File: src/rtl/status_jump_unit.sv
// Program-counter / status-register unit: conditional jumps on forwarded ALU flags,
// status-register load/xor, and a trap mode that blocks instruction issue until acknowledged.
module status_jump_unit #(
    parameter logic [19:0] RESET_PC    = 20'h00000,
    parameter logic [19:0] TRAP_VECTOR = 20'h000F0
) (
    input  logic        clk,
    input  logic        rst,
    input  logic        in_valid,
    output logic        in_ready,
    input  logic [2:0]  op,
    input  logic [19:0] operand,
    input  logic        flag_we,
    input  logic        alu_zero,
    input  logic        alu_sign,
    input  logic        alu_carry,
    input  logic        trap_ack,
    output logic [19:0] pc,
    output logic [3:0]  sr,
    output logic        out_valid,
    output logic        taken,
    output logic        trap_active
);

    localparam logic [2:0] OpNop   = 3'b000;
    localparam logic [2:0] OpJmp   = 3'b001;
    localparam logic [2:0] OpJz    = 3'b010;
    localparam logic [2:0] OpJs    = 3'b011;
    localparam logic [2:0] OpJzs   = 3'b100;
    localparam logic [2:0] OpLdsr  = 3'b101;
    localparam logic [2:0] OpXorsr = 3'b110;
    localparam logic [2:0] OpTrap  = 3'b111;

    typedef enum logic [0:0] {StRun, StTrap} state_e;

    state_e      state_q, state_d;
    logic [19:0] pc_q, pc_d;
    logic [3:0]  sr_q, sr_d;
    logic        taken_q, taken_d;
    logic        out_valid_q, out_valid_d;

    logic        accept;
    logic        eff_z, eff_s;
    logic [19:0] pc_inc;

    assign in_ready    = (state_q == StRun);
    assign trap_active = (state_q == StTrap);
    assign accept      = in_valid & in_ready;
    assign pc_inc      = pc_q + 20'd1;

    // Flags written this cycle are forwarded straight into the jump decision.
    assign eff_z = flag_we ? alu_zero : sr_q[0];
    assign eff_s = flag_we ? alu_sign : sr_q[1];

    always_comb begin
        state_d     = state_q;
        pc_d        = pc_q;
        sr_d        = sr_q;
        taken_d     = taken_q;
        out_valid_d = accept;

        if (flag_we) begin
            sr_d[2:0] = {alu_carry, alu_sign, alu_zero};
        end

        if (accept) begin
            pc_d    = pc_inc;
            taken_d = 1'b0;
            unique case (op)
                OpNop: ;
                OpJmp: begin
                    pc_d    = operand;
                    taken_d = 1'b1;
                end
                OpJz: begin
                    if (eff_z) begin
                        pc_d    = operand;
                        taken_d = 1'b1;
                    end
                end
                OpJs: begin
                    if (eff_s) begin
                        pc_d    = operand;
                        taken_d = 1'b1;
                    end
                end
                OpJzs: begin
                    if (eff_z | eff_s) begin
                        pc_d    = operand;
                        taken_d = 1'b1;
                    end
                end
                OpLdsr:  sr_d[2:0] = operand[2:0];
                OpXorsr: sr_d[2:0] = sr_q[2:0] ^ operand[2:0];
                OpTrap: begin
                    pc_d    = TRAP_VECTOR;
                    sr_d[3] = 1'b1;
                    taken_d = 1'b1;
                    state_d = StTrap;
                end
                default: ;
            endcase
        end

        if (state_q == StTrap && trap_ack) begin
            state_d = StRun;
            sr_d[3] = 1'b0;
        end
    end

    always_ff @(posedge clk) begin
        if (rst) begin
            state_q     <= StRun;
            pc_q        <= RESET_PC;
            sr_q        <= 4'b0000;
            taken_q     <= 1'b0;
            out_valid_q <= 1'b0;
        end else begin
            state_q     <= state_d;
            pc_q        <= pc_d;
            sr_q        <= sr_d;
            taken_q     <= taken_d;
            out_valid_q <= out_valid_d;
        end
    end

    assign pc        = pc_q;
    assign sr        = sr_q;
    assign taken     = taken_q;
    assign out_valid = out_valid_q;

endmodule

File: config.mk
export PLATFORM = sky130hd
export DESIGN_NAME = status_jump_unit
export DESIGN_NICKNAME = d
export VERILOG_FILES = /design/src/rtl/status_jump_unit.sv
export SDC_FILE = /design/constraint.sdc
export NUM_CORES = 1
export LEC_CHECK = 0
export ABC_CLOCK_PERIOD_IN_PS = 3150
export BUFFER_PORTS_ARGS = -buffer_cell sky130_fd_sc_hd__buf_2
export CAP_MARGIN = 25
export CORE_MARGIN = 2
export CORE_UTILIZATION = 30
export DETAILED_ROUTE_END_ITERATION = 8
export PLACE_DENSITY = 0.53
export SLEW_MARGIN = 20
export SYNTH_ARGS = -nofsm -noshare
export SYNTH_HDL_FRONTEND = slang
export SYNTH_SLANG_ARGS = --single-unit
File: constraint.sdc
create_clock -name clk -period 3.15 [get_ports clk]
set_clock_uncertainty 0.15 [all_clocks]
set_input_delay 0.315 -clock clk [delete_from_list [all_inputs] [get_ports clk]]
set_output_delay 0.315 -clock clk [all_outputs]
set_load 0.01 [all_outputs]
# Yosys cells after proc, flatten, opt, wreduce, memory -nomap -nowiden
# Index checks and enable logic that the tools add are counted.
dict set report totals {
  out_inout_bits 28
  ff_bits 26
  input_bits 31
  elab_cells 34
}
dict set report op_classes {
  addsub 1
  bitwise_logic 4
  reduce_logical 4
  n_eq_ne 7
  mux 13
}
# operator count
set ops {}
lappend ops {{20-bit one-hot mux with 5 select lines} 1}
lappend ops {{20-bit two-way mux} 3}
lappend ops {{20-bit by 1-bit adder with 20-bit output (second input constant)} 1}
lappend ops {{3-bit equality test (second input constant)} 4}
lappend ops {{3-bit by 2-bit equality test with 1-bit output (second input constant)} 2}
lappend ops {{3-bit two-way mux} 2}
lappend ops {{3-bit one-hot mux with 2 select lines} 1}
lappend ops {{1-bit two-way mux} 5}
lappend ops {{1-bit one-hot mux with 4 select lines} 1}
lappend ops {{2-bit OR reduction} 2}
lappend ops {{3-bit by 1-bit equality test with 1-bit output (second input constant)} 1}
lappend ops {{3-bit bitwise XOR} 1}
lappend ops {{2-bit AND reduction} 1}
lappend ops {{1-bit bitwise AND} 1}
lappend ops {{1-bit logical AND} 1}
lappend ops {{1-bit inverter} 1}
lappend ops {{1-bit OR} 1}

# Logic depth before layout (Yosys ltp)
# Gate-level depths: netlist of the first run.
dict set report depth {
  ltp_word 4
  ltp_mapped 8
  mapped_depth_nobuf 6
}

# Worst setup path after synthesis of the first run
# No wires, ideal clock.
dict set report synth_path {
  path_type {reg-to-reg}
  start {register pc_q[2] (netlist: pc[2])}
  end {register pc_q[19] (netlist: pc[19])}
  required_time_ns 2.921
  arrival_ns 2.167
  path_buffers 1
  setup_ns 0.079
  path_stages_with_launch 7
  synth_period_minus_slack_ns 2.396
  setup_slack_ns 0.754
  cell_sequence {dfxtp_1 nand4_2 or4_1 buf_2 or3_1 or4b_1 o211ai_1}
}
dict set report synth_via {
  elab_chain_len 3
}
# element line_no
set synth_lines {}
lappend synth_lines {{start: declaration} 37} ;# logic [19:0] pc_q, pc_d;
lappend synth_lines {{start signal: assignment} 120} ;# pc_q <= pc_d;
lappend synth_lines {{20-bit by 1-bit adder with 20-bit output (*)} 49} ;# assign pc_inc = pc_q + 20'd1;
lappend synth_lines {{20-bit two-way mux, on equally long branches} {88, 76, 82}}
lappend synth_lines {{20-bit one-hot mux with 5 select lines (*)} 69} ;# unique case (op)
# Mark *: on every way between the ends. The rest lies on a longest branch, timed or not.
# A chain may end at the register's enable or synchronous reset.

# Final worst setup path of the first run
# Same ends and word-level chain as after synthesis.

==> metrics.txt, run 1 <==
Detail Placement HPWL 3.96 mm; Worst Hold Class in2reg; die width 81.1 um; CP max stage delay 0.65 ns; Post-Synthesis Net Count 273; Area Overhead vs Synth 21.8%; vias in the first global route 1741; initial core utilization 0.307; GP Congestion 0.803; max-slew violation count 0; cts bufs inserted 3; Syn Inst Count 241; sequential power share 0.487; Unique masters post-synth 48; minimum clock period 2.47 ns; post-synth top area cell dfxtp_1; CP Class reg2reg; Routed Antenna Nets 0; Slew HR 0.338; Critical Path, Cell by Cell nand4_2 -> or4_1 -> or3_1 -> or4b_1 -> o211ai_1; share of synthesized registers carrying an async set or reset 0; Clock Pin Slew Worst Setup and Hold Paths 0.09 ns; MaxCap Viol Count 0; clock tree buffer depth 2; post-CTS resize count 0; maximum number of pins on one net before global-route repair 27; largest cells by area after synthesis dfxtp_1 29%, nand2_1 5.7%, a21oi_1 4.2%; # fillers 648; Post-synth top cells 27 x nand2_1, 26 x dfxtp_1, 15 x a21oi_1, 14 x inv_1, 14 x nand3_1; ANT cells 0; DRT iter0 DRCs 79; FMAX 0.405 GHz; Startpoint Class flip-flop; # IOs 59; initial antenna violation count 0; Netlist Area Pre-Place 1780 um2; grt total ovfl 0; Hold-fix buffers, CTS 0; Gate power share 0.264; top-area cell type share of the netlist area 0.292; Peak VDD IR 0.143 mV; Setup TNS 0 ns; WL final 5.39 mm; Crit Path Max Fanout 6; Die Y-Extent 81.1 um; layout cells sized above 1 0.260; total number of vias 1911; final instance area 2170 um2; Post-Syn Area per Cell 7.40 um2; IO buf count 58; Clock Latency Late Sink 0.27 ns; Pleak 0.864 nW; Sw Ratio 0.328; Clock Power Share 0.249; RSZ-0062 raised after global routing false; Post-CTS Setup Bufs 0; final setup fails 0; status finished, final reports clean; synthesized flop and latch total 26; gr usage total 0.167; Post-route DRC 0; CTS tree built; wire per inst 14.8 um; site row count 28; crit path DAT 2.52 ns; crit share post-route 0.783; TritonRoute pass-1 iters 4; top-count cell post-synth nand2_1; Fin Hold WS 0.111 ns; H-tree depth 1; core area 5820 um2; sequential share of the synthesized area 0.292; vias per inst 5.26; Most used DFF post-synth dfxtp_1; Nets 322; placed cell area 2130 um2; Root Buffer clkbuf_8; Power Density 359 nW/um2; Slowest-stage cell, CP or4_1; first-pass GRT wire length 8.56 mm; register area 520 um2; EDFF count, synth 0; net switching power 0.000255 W; Synth warnings 0; WP data required 3.20 ns; critical path endpoint category flip-flop; final hold vios 0; area of the multi-input gates 1140 um2; CTS Sinks 26; die area 6580 um2; worst slew pin tran 0.993 ns; internal power 0.000524 W
-- sequential cells by signal, indices dropped and copies added, names as in the netlist --
name and cells:
pc 20, sr 4, out_valid 1, taken 1
-- stage by stage --
step,instances,worst slack [ns],total power (W),util
after CTS,363,0.663,0.000783,0.373
after global placement,360,0.727,0.000590,0.366
after detailed placement,360,0.686,0.000592,0.366
after global routing,363,0.546,0.000817,0.373
final,363,0.683,0.000779,0.373
after floorplan,241,0.754,0.000511,-
-- cells by family after synthesis --
kind of cell               synth area share
and+or+nand+nor                       0.260
AOI/OAI and AO/OA                     0.276
DFF                                   0.292
xor gates and xnor gates             0.0295
buffers and inverters                0.0709
adders and majority gates           0.00702
muxes                                0.0646
-- worst max-delay path, delay by kind of cell, from the launching register on --
kind,cells,cell delay (ns)
compound gates,1,0.10
flops,1,0.44
simple gates,4,1.72
-- final cells by class --
type | count | area share
clock buffers | 3 | 0.0190
inverters | 14 | 0.0242
multi-input cells | 183 | 0.526
flip-flops and latches | 26 | 0.240
well taps | 75 | 0.0432
repair buffers | 62 | 0.148
-- metal layers --
layer,vias to the layer above,track usage,part of all wire,routed length (um)
met4,0,0.0458,0.010,54
met2,45,0.264,0.44,2380
met5,-,0,0,0
met1,884,0.238,0.50,2700
li1,978,-,-,-
met3,4,0.0211,0.048,257
-- path summary, 6_finish.rpt --
path                             startpoint  endpoint  slack, ns  depth (start not counted)
worst max-delay path                  pc[2]    pc[19]       0.68                          5
worst min-delay path            operand[14]    pc[14]       0.11                          3
worst max register to register        pc[2]    pc[19]       0.68                          5
worst min register to register        taken     taken       0.31                          2
-- cell usage in the layout, fill, tap and decap left out, types with 9 or more instances in the layout --
master | netlist | routed
nand2_1 | 27 | 27
nor3_1 | 9 | 9
nor2_1 | 11 | 11
a21oi_1 | 15 | 15
buf_2 | 2 | 58
o21ai_1 | 10 | 10
dfxtp_1 | 26 | 26
nand3_1 | 14 | 14
a31oi_1 | 11 | 11
inv_1 | 14 | 14
-- power groups by stage --
stage | registers [W] | clock network [W] | logic [W]
global placement | 0.000386 | 0 | 0.000204
floorplan | 0.000393 | 0 | 0.000118
detailed placement | 0.000387 | 0 | 0.000205
CTS | 0.000379 | 0.000197 | 0.000206
global route | 0.000384 | 0.000206 | 0.000228
finish | 0.000379 | 0.000194 | 0.000205
Power figures use the tool's default switching activity.
==> inputs of run 2 (changes only) <==
ABC_CLOCK_PERIOD_IN_PS = 2150   (was 3150)
PLACE_DENSITY = 0.55   (was 0.53)
clock period = 2.15 ns   (was 3.15 ns; I/O delays follow)
==> run 2 against run 1 <==
  * The flow now finishes with violations (setup timing)
  * Utilization increased by 4.2 points
  * Critical endpoint unchanged
  * Sequential power is 43% higher
  * Cell count up 6.9%
==> metrics.txt, run 2 (same netlist as run 1, synthesis figures left out) <==
status finished, violations left; failing checks setup timing; met3 usage 0.0267 (+0.00556); # IOs 59 (unchanged); first-pass GRT wire length 8.91 mm (+4.1%); Area Overhead vs Synth 35.6%; Clock Pin Slew Worst Setup and Hold Paths 0.10 ns (about the same); Sw Ratio 0.314 (-0.0133); Clock Power Share 0.263 (+0.014); Worst Hold Class in2reg; Slew HR 0.644 (+0.306); vias in the first global route 1836 (+5.5%); site row count 28 (unchanged); initial core utilization 0.307 (unchanged); total number of vias 2039 (+6.7%); sequential power share 0.443 (-0.044); CTS tree built; Peak VDD IR 0.316 mV (+120%); H-tree depth 1 (unchanged); placed insts 384 (+6.7%); Fin Hold WS 0.0139 ns (-0.0971 ns); CP Class reg2reg; final std cells w/o fill 388 (+6.9%); layout cells sized above 1 0.351 (+0.0910); max-slew violation count 0 (unchanged); internal power 0.000838 W (+60%); die area 6580 um2 (unchanged); RSZ-0062 raised after global routing true; critical path endpoint category flip-flop; CP max stage delay 0.55 ns (-0.10 ns); grt total ovfl 0 (unchanged); net switching power 0.000384 W (+51%); clock tree buffer depth 2 (unchanged); MaxCap Viol Count 0 (unchanged); Top delay family on crit path simple AND/OR/NAND/NOR gates; initial antenna violation count 0 (unchanged); Root Buffer clkbuf_8; max reg flops 20 (unchanged); register area 539 um2 (+3.6%); Crit Path Max Fanout 2 (-4); Slowest-stage cell, CP or4_4; maximum number of pins on one net before global-route repair 30 (+11%); commonest cells after routing, fill and taps aside 58 x buf_2, 27 x nand2_1, 27 x buf_4; Gate power share 0.294 (+0.030); Detail Placement HPWL 4.22 mm (+6.5%); min setup slack post-route -0.0369 ns (-0.720 ns); Power Density 506 nW/um2 (+41%); vias per inst 5.26 (-0.18%); DRT iter0 DRCs 115 (+46%); GR Util met1 0.233 (-0.00489); final hold vios 0 (unchanged); power consumption 0.00122 W (+57%); worst path bufs/invs 0 (unchanged); Pleak 1.00 nW (+16%); CTS Sinks 26 (unchanged); FMAX 0.457 GHz (+13%); Clock Latency Late Sink 0.27 ns (about the same); Nets 346 (+7.5%); ANT cells 0 (unchanged); cts bufs inserted 3 (unchanged); final setup fails 1 (+1); Routed Antenna Nets 0 (unchanged); WL final 5.68 mm (+5.4%); core area 5820 um2 (unchanged); crit share post-route 1.02 (+0.234); met2 GRT Util 0.293 (+0.0289); Critical Path, Cell by Cell nand4_4 -> or4_4 -> or3_4 -> or4b_1 -> o211ai_1; commonest non-fill, non-tap cell in the layout buf_2; WP data required 2.19 ns (-1.01 ns); gr usage total 0.172 (+0.00554); Hold-fix buffers, CTS 0 (unchanged); area of the multi-input gates 1160 um2 (+1.9%); busiest grt layer met2; TritonRoute pass-1 iters 4 (unchanged); Die Y-Extent 81.1 um (unchanged); # fillers 625 (-3.5%); Startpoint Class flip-flop; Setup TNS -0.0369 ns (-0.0369 ns); worst slew pin tran 0.532 ns (-0.461 ns); crit path DAT 2.23 ns (-0.29 ns); wire per inst 14.6 um (-1.4%); IO buf count 58 (unchanged); die width 81.1 um (unchanged); Post-route DRC 0 (unchanged); GP Congestion 0.792 (-1.3%); minimum clock period 2.19 ns (-0.280 ns)
-- run 2: cell count changes in the layout (fill, tap and decap cells not counted), sizes merged --
| cell | before | now |
|---|---|---|
| clkbuf | 3 | 4 |
| buf | 62 | 86 |
-- run 2: tightest hold or removal path, stage by stage --
cell	delay [ns]
buf_2	0.08
a32oi_1	0.05
o21ai_0	0.06
-- run 2: what timing repair did --
item                       CTS  global route
setup endpoints to repair    1             4
resized for setup            1             2
buffers inserted             0             0
-- run 2: stage by stage --
step                      instance area, um2  setup slack [ns]  utilization
after global placement                  2350          -0.00742        0.404
after global routing                    2420           -0.0969        0.416
after CTS                               2410           -0.0195        0.414
final                                   2420           -0.0369        0.416
after detailed placement                2350           -0.0374        0.404
after floorplan                         1810            -0.107            -
-- run 2: per-layer routing --
| metal | share of wire | wire, um |
|---|---|---|
| met1 | 0.48 | 2720 |
| met2 | 0.46 | 2630 |
| met3 | 0.047 | 267 |
| met4 | 0.010 | 59 |
| met5 | 0 | 0 |
-- run 2: area by class of cell --
class,count,share of cell area
Tap cell,75,0.0388
Timing Repair Buffer,86,0.212
Multi-Input combinational cell,183,0.481
Inverter,14,0.0217
Clock buffer,4,0.0228
Sequential cell,26,0.223
-- run 2: final timing paths --
| check | from | to | slack [ns] | cells after the start |
|---|---|---|---|---|
| worst max-delay path | pc[3] | pc[19] | -0.04 | 5 |
| worst min-delay path | operand[14] | pc[14] | 0.01 | 3 |
| worst max register to register | pc[3] | pc[19] | -0.04 | 5 |
| worst min register to register | taken | taken | 0.32 | 2 |
-- run 2: power groups by stage --
| stage | combinational, W | clock [W] | sequential, W |
|---|---|---|---|
| after floorplan | 0.000174 | 0 | 0.000577 |
| after global placement | 0.000356 | 0 | 0.000552 |
| after detailed placement | 0.000358 | 0 | 0.000553 |
| after CTS | 0.000360 | 0.000331 | 0.000542 |
| after global routing | 0.000394 | 0.000349 | 0.000547 |
| final | 0.000360 | 0.000322 | 0.000542 |
==> inputs of run 3 (changes only) <==
CELL_PAD_IN_SITES_DETAIL_PLACEMENT = 1   (was unset)
CELL_PAD_IN_SITES_GLOBAL_PLACEMENT = 2   (was unset)
CORE_MARGIN = 4   (was 2)
CORE_UTILIZATION = 25   (was 30)
PLACE_DENSITY = 0.78   (was 0.55)
==> run 3 against run 2 <==
  * The flow still finishes with violations (setup timing)
  * Largest cell class unchanged
  * Worst setup slack got worse by 0.0062 ns
  * Global-route usage down 1.5 points
  * Final area is 5.4% higher
  * Via count is 3.9% higher
  * Clock power up 16%
  * Critical endpoint unchanged
  * Power grew 6.4%
  * Non-clock buffer count grew 10
==> metrics.txt, run 3 (same netlist as run 1, synthesis figures left out) <==
Critical Path Start pc[3]; total number of vias 2119 (+3.9%); FF-to-FF End pc[19]; vias per inst 5.06 (-3.8%); Slew HR 0.642 (-0.00198); DRT iter0 DRCs 62 (-46%); CP Class reg2reg; # fillers 877 (+40%); layout cells sized above 1 0.368 (+0.0170); Worst R2R Path Depth 5 (unchanged); MaxCap Viol Count 0 (unchanged); CTS tree built; commonest cells after routing, fill and taps aside 58 x buf_2, 34 x buf_4, 27 x nand2_1; min setup slack post-route -0.0431 ns (-0.00621 ns); site row count 30 (+7.1%); final hold vios 0 (unchanged); crit path capture pc[19]; crit share post-route 1.02 (+0.00289); Detail Placement HPWL 5.22 mm (+24%); critical path endpoint category flip-flop; initial antenna violation count 0 (unchanged); Routed Antenna Nets 0 (unchanged); placed cell area 2420 um2 (+3.0%); final setup fails 1 (unchanged); RSZ-0062 raised after global routing true; placed insts 411 (+7.0%); power consumption 0.00130 W (+6.4%); Clock Pin Slew Worst Setup and Hold Paths 0.10 ns (about the same); ANT cells 0 (unchanged); Nets 356 (+2.9%); HP Start operand[10]; Crit Path Max Fanout 2 (unchanged); Power Density 511 nW/um2 (+0.94%); minimum clock period 2.19 ns (+0.00621 ns); final instance area 2550 um2 (+5.4%); Worst Hold Class in2reg; core area 6870 um2 (+18%); Post-route DRC 0 (unchanged); status finished, violations left; Pleak 1.06 nW (+5.2%); wire per inst 15.9 um (+8.5%); H-tree depth 1 (unchanged); worst slew pin tran 0.535 ns (+0.00296 ns); clock tree buffer depth 2 (unchanged); # IOs 59 (unchanged); TritonRoute pass-1 iters 4 (unchanged); Startpoint Class flip-flop; failing checks setup timing; Peak VDD IR 0.237 mV (-25%); crit path DAT 2.26 ns (+0.03 ns); Area Overhead vs Synth 42.9%; max-slew violation count 0 (unchanged); commonest non-fill, non-tap cell in the layout buf_2; cts bufs inserted 3 (unchanged); register-to-register setup slack -0.04 ns (about the same); Setup TNS -0.0431 ns (-0.00621 ns); WP data required 2.21 ns (+0.02 ns); vias in the first global route 2153 (+17%); Clock Latency Late Sink 0.28 ns (about the same); Fin Hold WS 0.0121 ns (-0.00179 ns); die width 92.5 um (+14%); final std cells w/o fill 419 (+8.0%); grt total ovfl 0 (unchanged); CTS Sinks 26 (unchanged); WL final 6.66 mm (+17%); max reg flops 20 (unchanged); gr usage total 0.157 (-0.0153); GP Congestion 0.835 (+5.5%); die area 8550 um2 (+30%); initial core utilization 0.260 (-0.0470); first-pass GRT wire length 10.9 mm (+22%); IO buf count 58 (unchanged); r2r startpoint pc[3]; maximum number of pins on one net before global-route repair 27 (-10%); FMAX 0.456 GHz (-0.28%); Die Y-Extent 92.5 um (+14%); Root Buffer clkbuf_8
-- run 3: cell types whose count changed in the layout (fill, tap and decap cells not counted) --
cell and delta:
dlygate4sd3_1 +3, clkbuf_8 -1, or4b_1 -1, buf_4 +7, a31oi_1 -1, clkbuf_16 +1
a31oi_2 +1, or4b_4 +1
-- run 3: how the worst min path moves through the flow --
stage	end	slack, ns	cells after the start
floorplan	pc[12]	0.18	2
global placement	pc[11]	0.28	3
detailed placement	pc[14]	0.29	3
CTS	pc[8]	0.005	3
global route	pc[13]	0.01	3
finish	pc[10]	0.01	3
-- run 3: final cells by class --
type,count,area (um2),area share
clock buffers,4,66.3,0.0260
inverters,14,52.6,0.0206
multi-input cells,183,1170,0.461
flip-flops and latches,26,539,0.212
well taps,96,120,0.0472
repair buffers,96,596,0.234
-- run 3: power breakdown --
part | switching, W | internal (W)
clock | 0.000172 | 0.000203
sequential | 0.0000297 | 0.000514
combinational | 0.000209 | 0.000174
total | 0.000410 | 0.000891
-- run 3: what timing repair did --
| action | CTS | global route |
|---|---|---|
| pin swaps | 0 | 0 |
| buffers inserted | 0 | 1 |
| gates cloned | 0 | 0 |
| hold buffers | 3 | 0 |
| resized for setup | 1 | 4 |
| hold endpoints to repair | 3 | 0 |
| setup endpoints to repair | 1 | 9 |
-- run 3: through the flow --
| step | setup WS, ns | util |
|---|---|---|
| 4_1_cts | -0.0467 | 0.367 |
| 5_1_grt | -0.0947 | 0.371 |
| 6_report | -0.0431 | 0.371 |
| 3_3_place_gp | 0.00671 | 0.352 |
| 2_1_floorplan | -0.107 | - |
| 3_5_place_dp | -0.0440 | 0.352 |
-- run 3: critical path: stages (launching register included) --
cell and delay, ns:
dfxtp_4 0.38, nand4_4 0.11, or4_4 0.53, or3_4 0.38, or4b_4 0.48, o211ai_1 0.10
-- run 3: routing by layer --
metal | GRT usage | share of wire
met4 | 0.0396 | 0.0096
met2 | 0.271 | 0.48
met5 | 0 | 0
met1 | 0.211 | 0.48
met3 | 0.0122 | 0.028
